`config.mk`:
```
export PLATFORM = sky130hd
export DESIGN_NAME = serial_multiplier
export DESIGN_NICKNAME = d
export VERILOG_FILES = /design/src/rtl/serial_multiplier.sv
export SDC_FILE = /design/constraint.sdc
export NUM_CORES = 1
export LEC_CHECK = 0
export ABC_AREA = 1
export CORE_MARGIN = 8
export CORE_UTILIZATION = 55
export DETAILED_ROUTE_END_ITERATION = 8
export DONT_BUFFER_PORTS = 1
export HOLD_SLACK_MARGIN = 0.06
export PLACE_DENSITY = 0.7
export SKIP_LAST_GASP = 1
export SYNTH_ARGS = -nofsm -noshare
export SYNTH_HDL_FRONTEND = slang
export SYNTH_SLANG_ARGS = --single-unit
```
`constraint.sdc`:
```
create_clock -name clk_i -period 6.1 [get_ports clk_i]
set_input_delay 0.915 -clock clk_i [delete_from_list [all_inputs] [get_ports clk_i]]
set_output_delay 0.915 -clock clk_i [all_outputs]
set_load 0.005 [all_outputs]
```
`src/rtl/serial_multiplier.sv`:
```
// Radix-2 shift-add unsigned multiplier: one partial product per clock, WIDTH
// iterations per operand pair, valid/ready handshakes on both sides.
module serial_multiplier #(
   parameter int WIDTH = 32
) (
   input  logic               clk_i,
   input  logic               rst_i,
   input  logic               clear_i,
   input  logic               in_valid_i,
   output logic               in_ready_o,
   input  logic [WIDTH-1:0]   op_a_i,
   input  logic [WIDTH-1:0]   op_b_i,
   output logic               out_valid_o,
   input  logic               out_ready_i,
   output logic [2*WIDTH-1:0] product_o,
   output logic               busy_o
);

   // Iteration counter width, ceil(log2(WIDTH)), derived from WIDTH.
   localparam int CNT_W = (WIDTH > 1) ? $clog2(WIDTH) : 1;
   localparam logic [CNT_W-1:0] LAST_CNT = CNT_W'(WIDTH - 1);

   typedef enum logic [1:0] {
      IDLE = 2'd0,
      BUSY = 2'd1,
      DONE = 2'd2
   } state_e;

   state_e               state_q, state_d;
   logic [CNT_W-1:0]     cnt_q,   cnt_d;
   logic [2*WIDTH-1:0]   a_q,     a_d;
   logic [2*WIDTH-1:0]   acc_q,   acc_d;
   logic [WIDTH-1:0]     b_q,     b_d;

   always_comb begin
      // NOTE: every variable gets a default before the case so no path leaves it unassigned (no latch).
      state_d = state_q;
      cnt_d   = cnt_q;
      a_d     = a_q;
      b_d     = b_q;
      acc_d   = acc_q;

      unique case (state_q)
         IDLE: begin
            if (in_valid_i && !clear_i) begin
               a_d     = {{WIDTH{1'b0}}, op_a_i};
               b_d     = op_b_i;
               acc_d   = '0;
               cnt_d   = '0;
               state_d = BUSY;
            end
         end
         BUSY: begin
            if (b_q[0]) begin
               acc_d = acc_q + a_q;
            end
            a_d   = a_q << 1;
            b_d   = b_q >> 1;
            cnt_d = cnt_q + CNT_W'(1);
            if (cnt_q == LAST_CNT) begin
               state_d = DONE;
            end
         end
         DONE: begin
            if (out_ready_i) begin
               state_d = IDLE;
            end
         end
         default: state_d = IDLE;
      endcase

      // Abort wins over any handshake in the same cycle.
      if (clear_i) begin
         state_d = IDLE;
      end
   end

   // NOTE: sequential state uses non-blocking assignments so all registers update from pre-edge values.
   always_ff @(posedge clk_i or posedge rst_i) begin
      if (rst_i) begin
         state_q <= IDLE;
         cnt_q   <= '0;
         a_q     <= '0;
         b_q     <= '0;
         acc_q   <= '0;
      end else begin
         state_q <= state_d;
         cnt_q   <= cnt_d;
         a_q     <= a_d;
         b_q     <= b_d;
         acc_q   <= acc_d;
      end
   end

   assign in_ready_o  = (state_q == IDLE);
   assign out_valid_o = (state_q == DONE);
   assign busy_o      = (state_q != IDLE);
   assign product_o   = acc_q;

endmodule

```
==> run summary, run 1 <==
The critical register-to-register path endpoint is product_o[5]. By area the synthesized netlist is led by dfrtp_1 34%, nand2_1 22%, inv_1 13%. The congestion estimate from routability-driven global placement came to just under 1.

The analysis attributes to cell leakage a power of just under 8 nW. The startpoint-to-endpoint class of the critical path is register to register. The distinct cell type count after synthesis came out at 33. The relative max-transition margin came out at between 20% and 30%. The post-detailed-route wirelength per cell is roughly 17 µm. IR analysis of the VDD net gives a maximum drop of roughly 0.22 mV. The final design instance area without fill came out at 13200 µm². Setup repair after global routing left no endpoint under its margin. The total negative slack came out at 0 ns. The count of final max-slew check failures is 0. The flow ran to the end, and the final reports show no timing, DRC or antenna violations. In this run the core area contains between 50 and 60 standard-cell rows. The final global-route overflow total came out at 0. The critical path starts at state_q[1]. The number of DRC markers after the initial detailed-route iteration came out at approximately 1000.

The die covers around 28000 µm². At the worst endpoint, the arrival time is between 3 and 4 ns. The sum of net half-perimeters after detailed placement is ~30 mm. Yosys printed 0 warnings. The setup slack on the worst flop-to-flop path came out at between 2 and 3 ns. The global-route total usage across every layer is a little over a quarter. The critical path ends at product_o[5]. The worst hold slack across all endpoints is approximately 0.33 ns.

The final clock skew is 0.0241 ns. Dividing the detail-routed via count by the number of cells gives between 5 and 6. The placed instance area is 12600 µm². Max-cap violations in this run came to 0.

The count of inserted antenna diode cells came out at 0. Synthesis produced 1952 cells. Setup violations remaining at the end of the flow were counted as 0.

Summing the sequential cell areas from Yosys gives 33.7% of the chip area. The total I/O pin count is approximately 140. The synthesized netlist net count is approximately 2100. For the pin with the worst max-slew slack, the measured transition is between 1 and 1.5 ns. Once the clock tree was built, the setup fixing pass inserted 0 buffers. The worst register-to-register path begins at state_q[1]. After the last flow step, the layout net total stands at between 2000 and 2500. The latest clock arrival within the worst-skew pair is ~0.46 ns.

The maximum clock frequency came out at roughly 280 MHz. The count of antenna-violating nets left after detailed routing came out at 0. The worst setup path is captured at a register. The area growth from synthesis to layout is 6.49%. The worst path needs 3.54 ns of the cycle, external delays included. The path class of the lowest-slack min-delay path is input port to async pin. The number of clock buffers inserted by TritonCTS came out at 17. The share of layout cells above drive strength 1 came out at around 3%. Dividing the final minimum period by the clock period gives 58.1%. The total power of the final layout is between 5 and 6 mW. The post-synthesis average cell area is between 6 and 7 µm². The initial standard-cell utilization of the core is between 50% and 60%. For this run, the number of standard cells in the final layout without fillers is 2229.

The placed cell count came out at roughly 2200. The number of buffers added on ports is 0. The critical path goes through nor2_4 -> inv_2 -> buf_4 -> nor2_4 -> buf_4 -> inv_2 -> nand2_1 -> inv_2 -> buf_4 -> a32o_1. The power per unit of standard cell area came out at around 450 nW/µm².

The biggest area contributor in the post-synthesis netlist is dfrtp_1. The number of global-route vias before repair came out at approximately 11000. CTS built an H-tree with a depth of 4. The mapped cell area came out at approximately 12000 µm². For this block, the routed nets add up to 37.7 mm of wire. The count of clock tree sinks is approximately 170. The worst-case clock buffer depth is 2. The count of endpoints failing hold in the final timing report came out at 0. The most used flip-flop cell after synthesis is dfrtp_1. The number of antenna violations at the first check in global routing came out at 0. The required time of the critical path is ~6.5 ns. On the critical path, the stage with the largest delay is an instance of nor2_4.

The detailed-routing iteration count for the pre-antenna-repair pass came out at 5. In this run the clock root is driven by a clkbuf_16. The cell count along the critical path came out at 10. Summing over every cut layer, the via total after detailed routing is 11800. Measured on the finished design, the core utilization comes to between 50% and 60%. The setup slack after layout came out at roughly 2.6 ns. The filler cells instantiated in the layout total 2207.

The cts-stage hold buffer count came out at 0. The count of buffer and inverter cells on the critical path came out at 6. After clock tree synthesis, the repair step resized 0 gates. Along the worst path, the maximum fanout reaches 43. The share of flip-flops with an asynchronous set or reset came out at 100%. The floorplan step set the die height to between 150 and 200 µm.

The number of remaining DRC errors is 0. Clock-pin slew was measured on the worst setup and hold paths at around 0.09 ns. Summed over its instances, the top area cell type makes up about 34% of the synthesized netlist area.

The first-pass GRT wire length came out at 59.5 mm. Yosys mapped a number of flops with a built-in enable equal to 0. STA classifies the critical path startpoint as a register. TritonCTS built the clock tree. The cell count of the worst reg-to-reg path is 10. Measured along the x axis, the die boundary spans about 170 µm. Grouping stages by cell kind, the critical path spends the most delay in buffers and inverters. The total of flip-flops plus latches after synthesis came out at 167. The maximum number of pins on one net before global-route repair is 97. The core footprint came out at around 22000 µm².

The delay of the slowest critical-path stage is around 0.6 ns. At the placement stage, the worst setup path has a slack of around 2.6 ns.
power breakdown:
part           switching [mW]  total [mW]  internal, mW  leakage [nW]
logic                    2.16        3.10         0.935          5.38
clock network           0.598        1.17         0.572         0.305
registers               0.254        1.69          1.44          2.08
cell families after synthesis:
kind of cell / after synthesis / synth area share (%)
buffers and inverters: 489 / 15.4
AND/OR/NAND/NOR: 1021 / 33.0
adder cells (fa/ha/maj): 66 / 6.72
flip-flops: 167 / 33.7
AO/OA/AOI/OAI: 201 / 10.6
XOR/XNOR: 8 / 0.565
metal layers:
| metal | vias to the layer above | track usage, % | share of wire, % | wire [µm] |
|---|---|---|---|---|
| li1 | 6019 | - | - | - |
| met1 | 5419 | 39.3 | 49 | 18400 |
| met2 | 364 | 39.9 | 41 | 15600 |
| met3 | 44 | 5.30 | 7.6 | 2870 |
| met4 | 0 | 8.42 | 2.1 | 792 |
| met5 | - | 0 | 0 | 0 |
area by class of cell:
cell class	instances	area, µm²	share of cell area (%)
clock buffers	17	425	3.22
flip-flops and latches	167	4180	31.7
repair buffers	8	60.1	0.455
well taps	285	357	2.70
inverters	441	1660	12.6
clock inverters	15	211	1.60
multi-input cells	1296	6310	47.8
registers in the layout (all words and copies together), names as in the netlist:
name       flops
a_q           64
b_q           32
cnt_q          5
product_o     64
state_q        2
cell usage after synthesis, types with 3 or more instances:
master,instances
a21oi_1,60
a221oi_1,61
a22o_1,3
buf_1,6
buf_2,16
buf_4,5
buf_6,5
clkbuf_1,16
dfrtp_1,167
ha_1,65
inv_1,435
inv_2,6
nand2_1,729
nand3_1,77
nand4_1,8
nor2_1,122
nor3_1,70
nor4_1,4
o21ai_0,27
o21ai_1,8
o22ai_1,32
o31ai_1,5
or2_2,6
xnor2_1,6
placed cells by master, fill, tap and decap left out, drive strengths merged:
| cell type | instances |
|---|---|
| a221oi | 61 |
| o31ai | 5 |
| a211oi | 1 |
| clkinv | 7 |
| dfrtp | 167 |
| nand2 | 730 |
| nand4 | 8 |
| a22o | 3 |
| xnor2 | 6 |
| o22ai | 32 |
| buf | 8 |
| o21bai | 2 |
| or2 | 6 |
| nor3 | 70 |
| nand3 | 77 |
| nand3b | 1 |
| ha | 65 |
| clkbuf | 17 |
| xor2 | 2 |
| inv | 449 |
| a21oi | 60 |
| nor4 | 4 |
| fa | 1 |
| a32o | 2 |
| o21ai | 35 |
| nor2 | 125 |
how the worst min path moves through the flow:
| stage | from | end | depth (start not counted) |
|---|---|---|---|
| 5_1_grt | rst_i | a_q[59] | 1 |
| 3_3_place_gp | a_q[63] | a_q[63] | 2 |
| 2_1_floorplan | cnt_q[0] | cnt_q[0] | 1 |
| 6_report | rst_i | a_q[58] | 1 |
| 4_1_cts | rst_i | a_q[58] | 1 |
| 3_5_place_dp | cnt_q[0] | cnt_q[0] | 1 |
(Power assumes the default switching activity.)
==> inputs of run 2 (changes only) <==
- clock period: 6.1 -> 3.6 ns (I/O delays scaled with it)
==> run summary, run 2 (synthesis gave the netlist of run 1 again) <==
The latest clock arrival within the worst-skew pair came out at 0.45 ns (was 0.46 ns). The required time of the critical path came out at 3.98 ns (was 6.45 ns). The met2 wirelength from detailed routing was 16.2 mm (was 15.6 mm). The maximum level of the CTS H-tree is 4 (unchanged). The cell count of the worst reg-to-reg path is 9 (was 10). The path class of the lowest-slack min-delay path is input port to async pin (unchanged). The count of vias placed by the detailed router came out at 11800 (about the same). The slowest cell on the critical path is inv_2 (was nor2_4). The cell count along the critical path came out at 9 (was 10). The area of the die came to 27600 µm² (unchanged). The total I/O pin count came out at 136 (unchanged).

The number of buffers added on ports came out at 0 (unchanged). The final clock skew is 0.0184 ns (was 0.0241 ns). The net load switching power is 5.16 mW (was 3.01 mW). The initial standard-cell utilization of the core is 55.4% (unchanged). The first-pass GRT wire length is 61.3 mm (was 59.5 mm). The actual slew at the worst max-slew pin is 1.18 ns (was 1.12 ns).

The relative max-transition margin came out at 21.5% (was 25.0%). The die height came to 166 µm (unchanged). The maximum fanout along the worst path came out at 53 (was 43). The post-detailed-routing wire length is 38.5 mm (was 37.7 mm). Commonest cells after routing, fill and taps aside: 728 x nand2_1, 434 x inv_1, 167 x dfrtp_1, 122 x nor2_1, 77 x nand3_1 (unchanged).

The cell family contributing the most delay on the critical path was buffers and inverters (unchanged). The horizontal extent of the die came to 166 µm (unchanged). The most common library cell in the layout ignoring fill and taps is nand2_1 (unchanged). The net switching share of the total power came out at 50.8% (was 50.6%). The core footprint is 22400 µm² (unchanged). The total power of the final layout came to 10.1 mW (was 5.96 mW). The setup slack on the worst flop-to-flop path is 0.93 ns (was 2.56 ns). The maximum vdd ir drop came to 0.400 mV (was 0.217 mV). The startpoint-to-endpoint class of the critical path was register to register (unchanged). The average via count per standard cell came to 5.27 (was 5.31). The worst-case clock buffer depth came out at 2 (unchanged). The maximum clock frequency came out at 374 MHz (was 282 MHz). The cts-stage hold buffer count is 0 (unchanged). The worst hold slack across all endpoints is 0.0965 ns (was 0.328 ns). The number of antenna violations at the first check in global routing is 1 (was 0). The met3 wire length is 3.28 mm (was 2.87 mm). The start point of the critical path is state_q[1] (unchanged). The number of global-route vias before repair is 11100 (was 11000).

The count of endpoints failing hold in the final timing report came out at 0 (unchanged). The area growth from synthesis to layout came out at 6.62% (was 6.49%). The type of element launching the critical path is a register (unchanged). The count of inserted antenna diode cells came out at 0 (unchanged). The cell type with the highest occurrence count on the critical path is nand2_1. The critical path endpoint is product_o[23] (was product_o[5]).

The count of buffer and inverter cells on the critical path is 3 (was 6). The detailed-routing iteration count for the pre-antenna-repair pass came out at 5 (unchanged). The number of maximum-capacitance constraint violations came out at 0 (unchanged). The final net count came out at 2066 (unchanged). The setup slack after layout is 0.927 ns (was 2.56 ns). The count of antenna-violating nets left after detailed routing came to 0 (unchanged). The number of fill cells in the layout is 2253 (was 2207). The final global-route overflow total is 0 (unchanged). The period utilization is 74.3% (was 58.1%). The cell at the root of the clock tree was clkbuf_16 (unchanged). Cell breakdown of the critical path: nor2_2 -> inv_2 -> nor2_1 -> nand2_2 -> nand2_1 -> inv_2 -> buf_4 -> nand2_1 -> nand2_1 (was nor2_4 -> inv_2 -> buf_4 -> nor2_4 -> buf_4 -> inv_2 -> nand2_1 -> inv_2 -> buf_4 -> a32o_1).

The clock-pin slew reported for the worst setup and hold paths after clock tree synthesis came to 0.09 ns (about the same). The placed instance area came to 12600 µm² (about the same). RSZ-0062 raised after global routing: no (unchanged). The power per unit of standard cell area came out at 768 nW/µm² (was 451 nW/µm²). The final design instance area without fill came out at 13200 µm² (about the same). The TritonCTS clock tree was done (unchanged). The share of layout cells above drive strength 1 is 2.98% (unchanged). The number of gates given a new drive strength after cts is 0 (unchanged). The count of clock tree sinks came out at 167 (unchanged). The number of clock buffers inserted by TritonCTS is 17 (unchanged). The post-detailed-route wirelength per cell is 17.3 µm (was 16.9 µm). The count of final max-slew check failures came out at 0 (unchanged).

The total number of placement rows is 55 (unchanged). The number of setup violations in the final report came out at 0 (unchanged). The sum of net half-perimeters after detailed placement is 30.1 mm (was 29.7 mm).

The data arrival time of the critical path is 3.05 ns (was 3.90 ns). The global placer's final weighted congestion was 0.981 (was 0.979). The register share of total power came out at 28.2% (was 28.4%). The number of DRC markers after the initial detailed-route iteration came to 948 (was 1030). The leakage power of the design came out at 7.76 nW (about the same). The clock network fraction of total power is 19.6% (about the same).

The critical register-to-register path endpoint is product_o[23] (was product_o[5]). The delay of the slowest critical-path stage was 0.80 ns (was 0.60 ns). The launch instance of the worst register-to-register path is state_q[1] (unchanged). The total negative slack came to 0 ns (unchanged). The setup slack after placement is 0.932 ns (was 2.59 ns).

The maximum number of pins on one net before global-route repair is 127 (was 97). The number of remaining DRC errors came out at 0 (unchanged). The clock period minus final worst setup slack was 2.67 ns (was 3.54 ns). The global-route total usage across every layer is 27.9% (was 27.1%).

The top layer reached by signal wires is met5 (was met4). The total internal power is 4.99 mW (was 2.95 mW). The kind of end point of the critical path is a register (unchanged). Run status: finished clean (unchanged).

The number of buffers inserted to repair setup after CTS came out at 0 (unchanged). The detailed-route wire length on metal 1 came out at 18.5 mm (was 18.4 mm). The share of power burned in combinational logic came out at 52.2% (was 52.0%).
## run 2: changes by cell type in the layout (fill, tap and decap cells not counted), sizes merged
cell / change
inv: -4
clkinv: +3
clkinvlp: +1
## run 2: power groups by stage
stage	clock, mW	combinational (mW)	sequential [mW]
detailed placement	0	5.23	2.90
global route	2.06	5.99	2.94
finish	1.99	5.30	2.87
global placement	0	5.16	2.89
floorplan	0	3.86	2.74
CTS	2.01	5.25	2.87
## run 2: area by class of cell
type,count,area [µm²],area share (%)
clock buffer,17,425,3.22
inverter,441,1660,12.6
sequential,167,4180,31.6
multi-input combinational,1296,6310,47.7
clock inverter,15,216,1.64
tap,285,357,2.70
timing repair buffer,8,72.6,0.549
## run 2: worst min-delay path by stage
stage	start	end	slack (ns)
final	rst_i	a_q[56]	0.1
after global routing	clear_i	state_q[1]	0.15
after CTS	clear_i	state_q[1]	0.14
after detailed placement	a_q[63]	a_q[63]	0.50
after global placement	a_q[63]	a_q[63]	0.49
after floorplan	cnt_q[0]	cnt_q[0]	0.47
## run 2: through the flow
stage | instances | utilization (%)
after floorplan | 1952 | -
after global placement | 2197 | 56.2
after detailed placement | 2197 | 56.2
after CTS | 2229 | 59.1
after global routing | 2229 | 59.1
final | 2229 | 59.1
## run 2: layer usage
layer / global-route usage (%) / vias up
met3: 7.54 / 45
met1: 39.5 / 5367
met5: 0 / -
li1: - / 6001
met2: 41.7 / 335
met4: 6.36 / 2
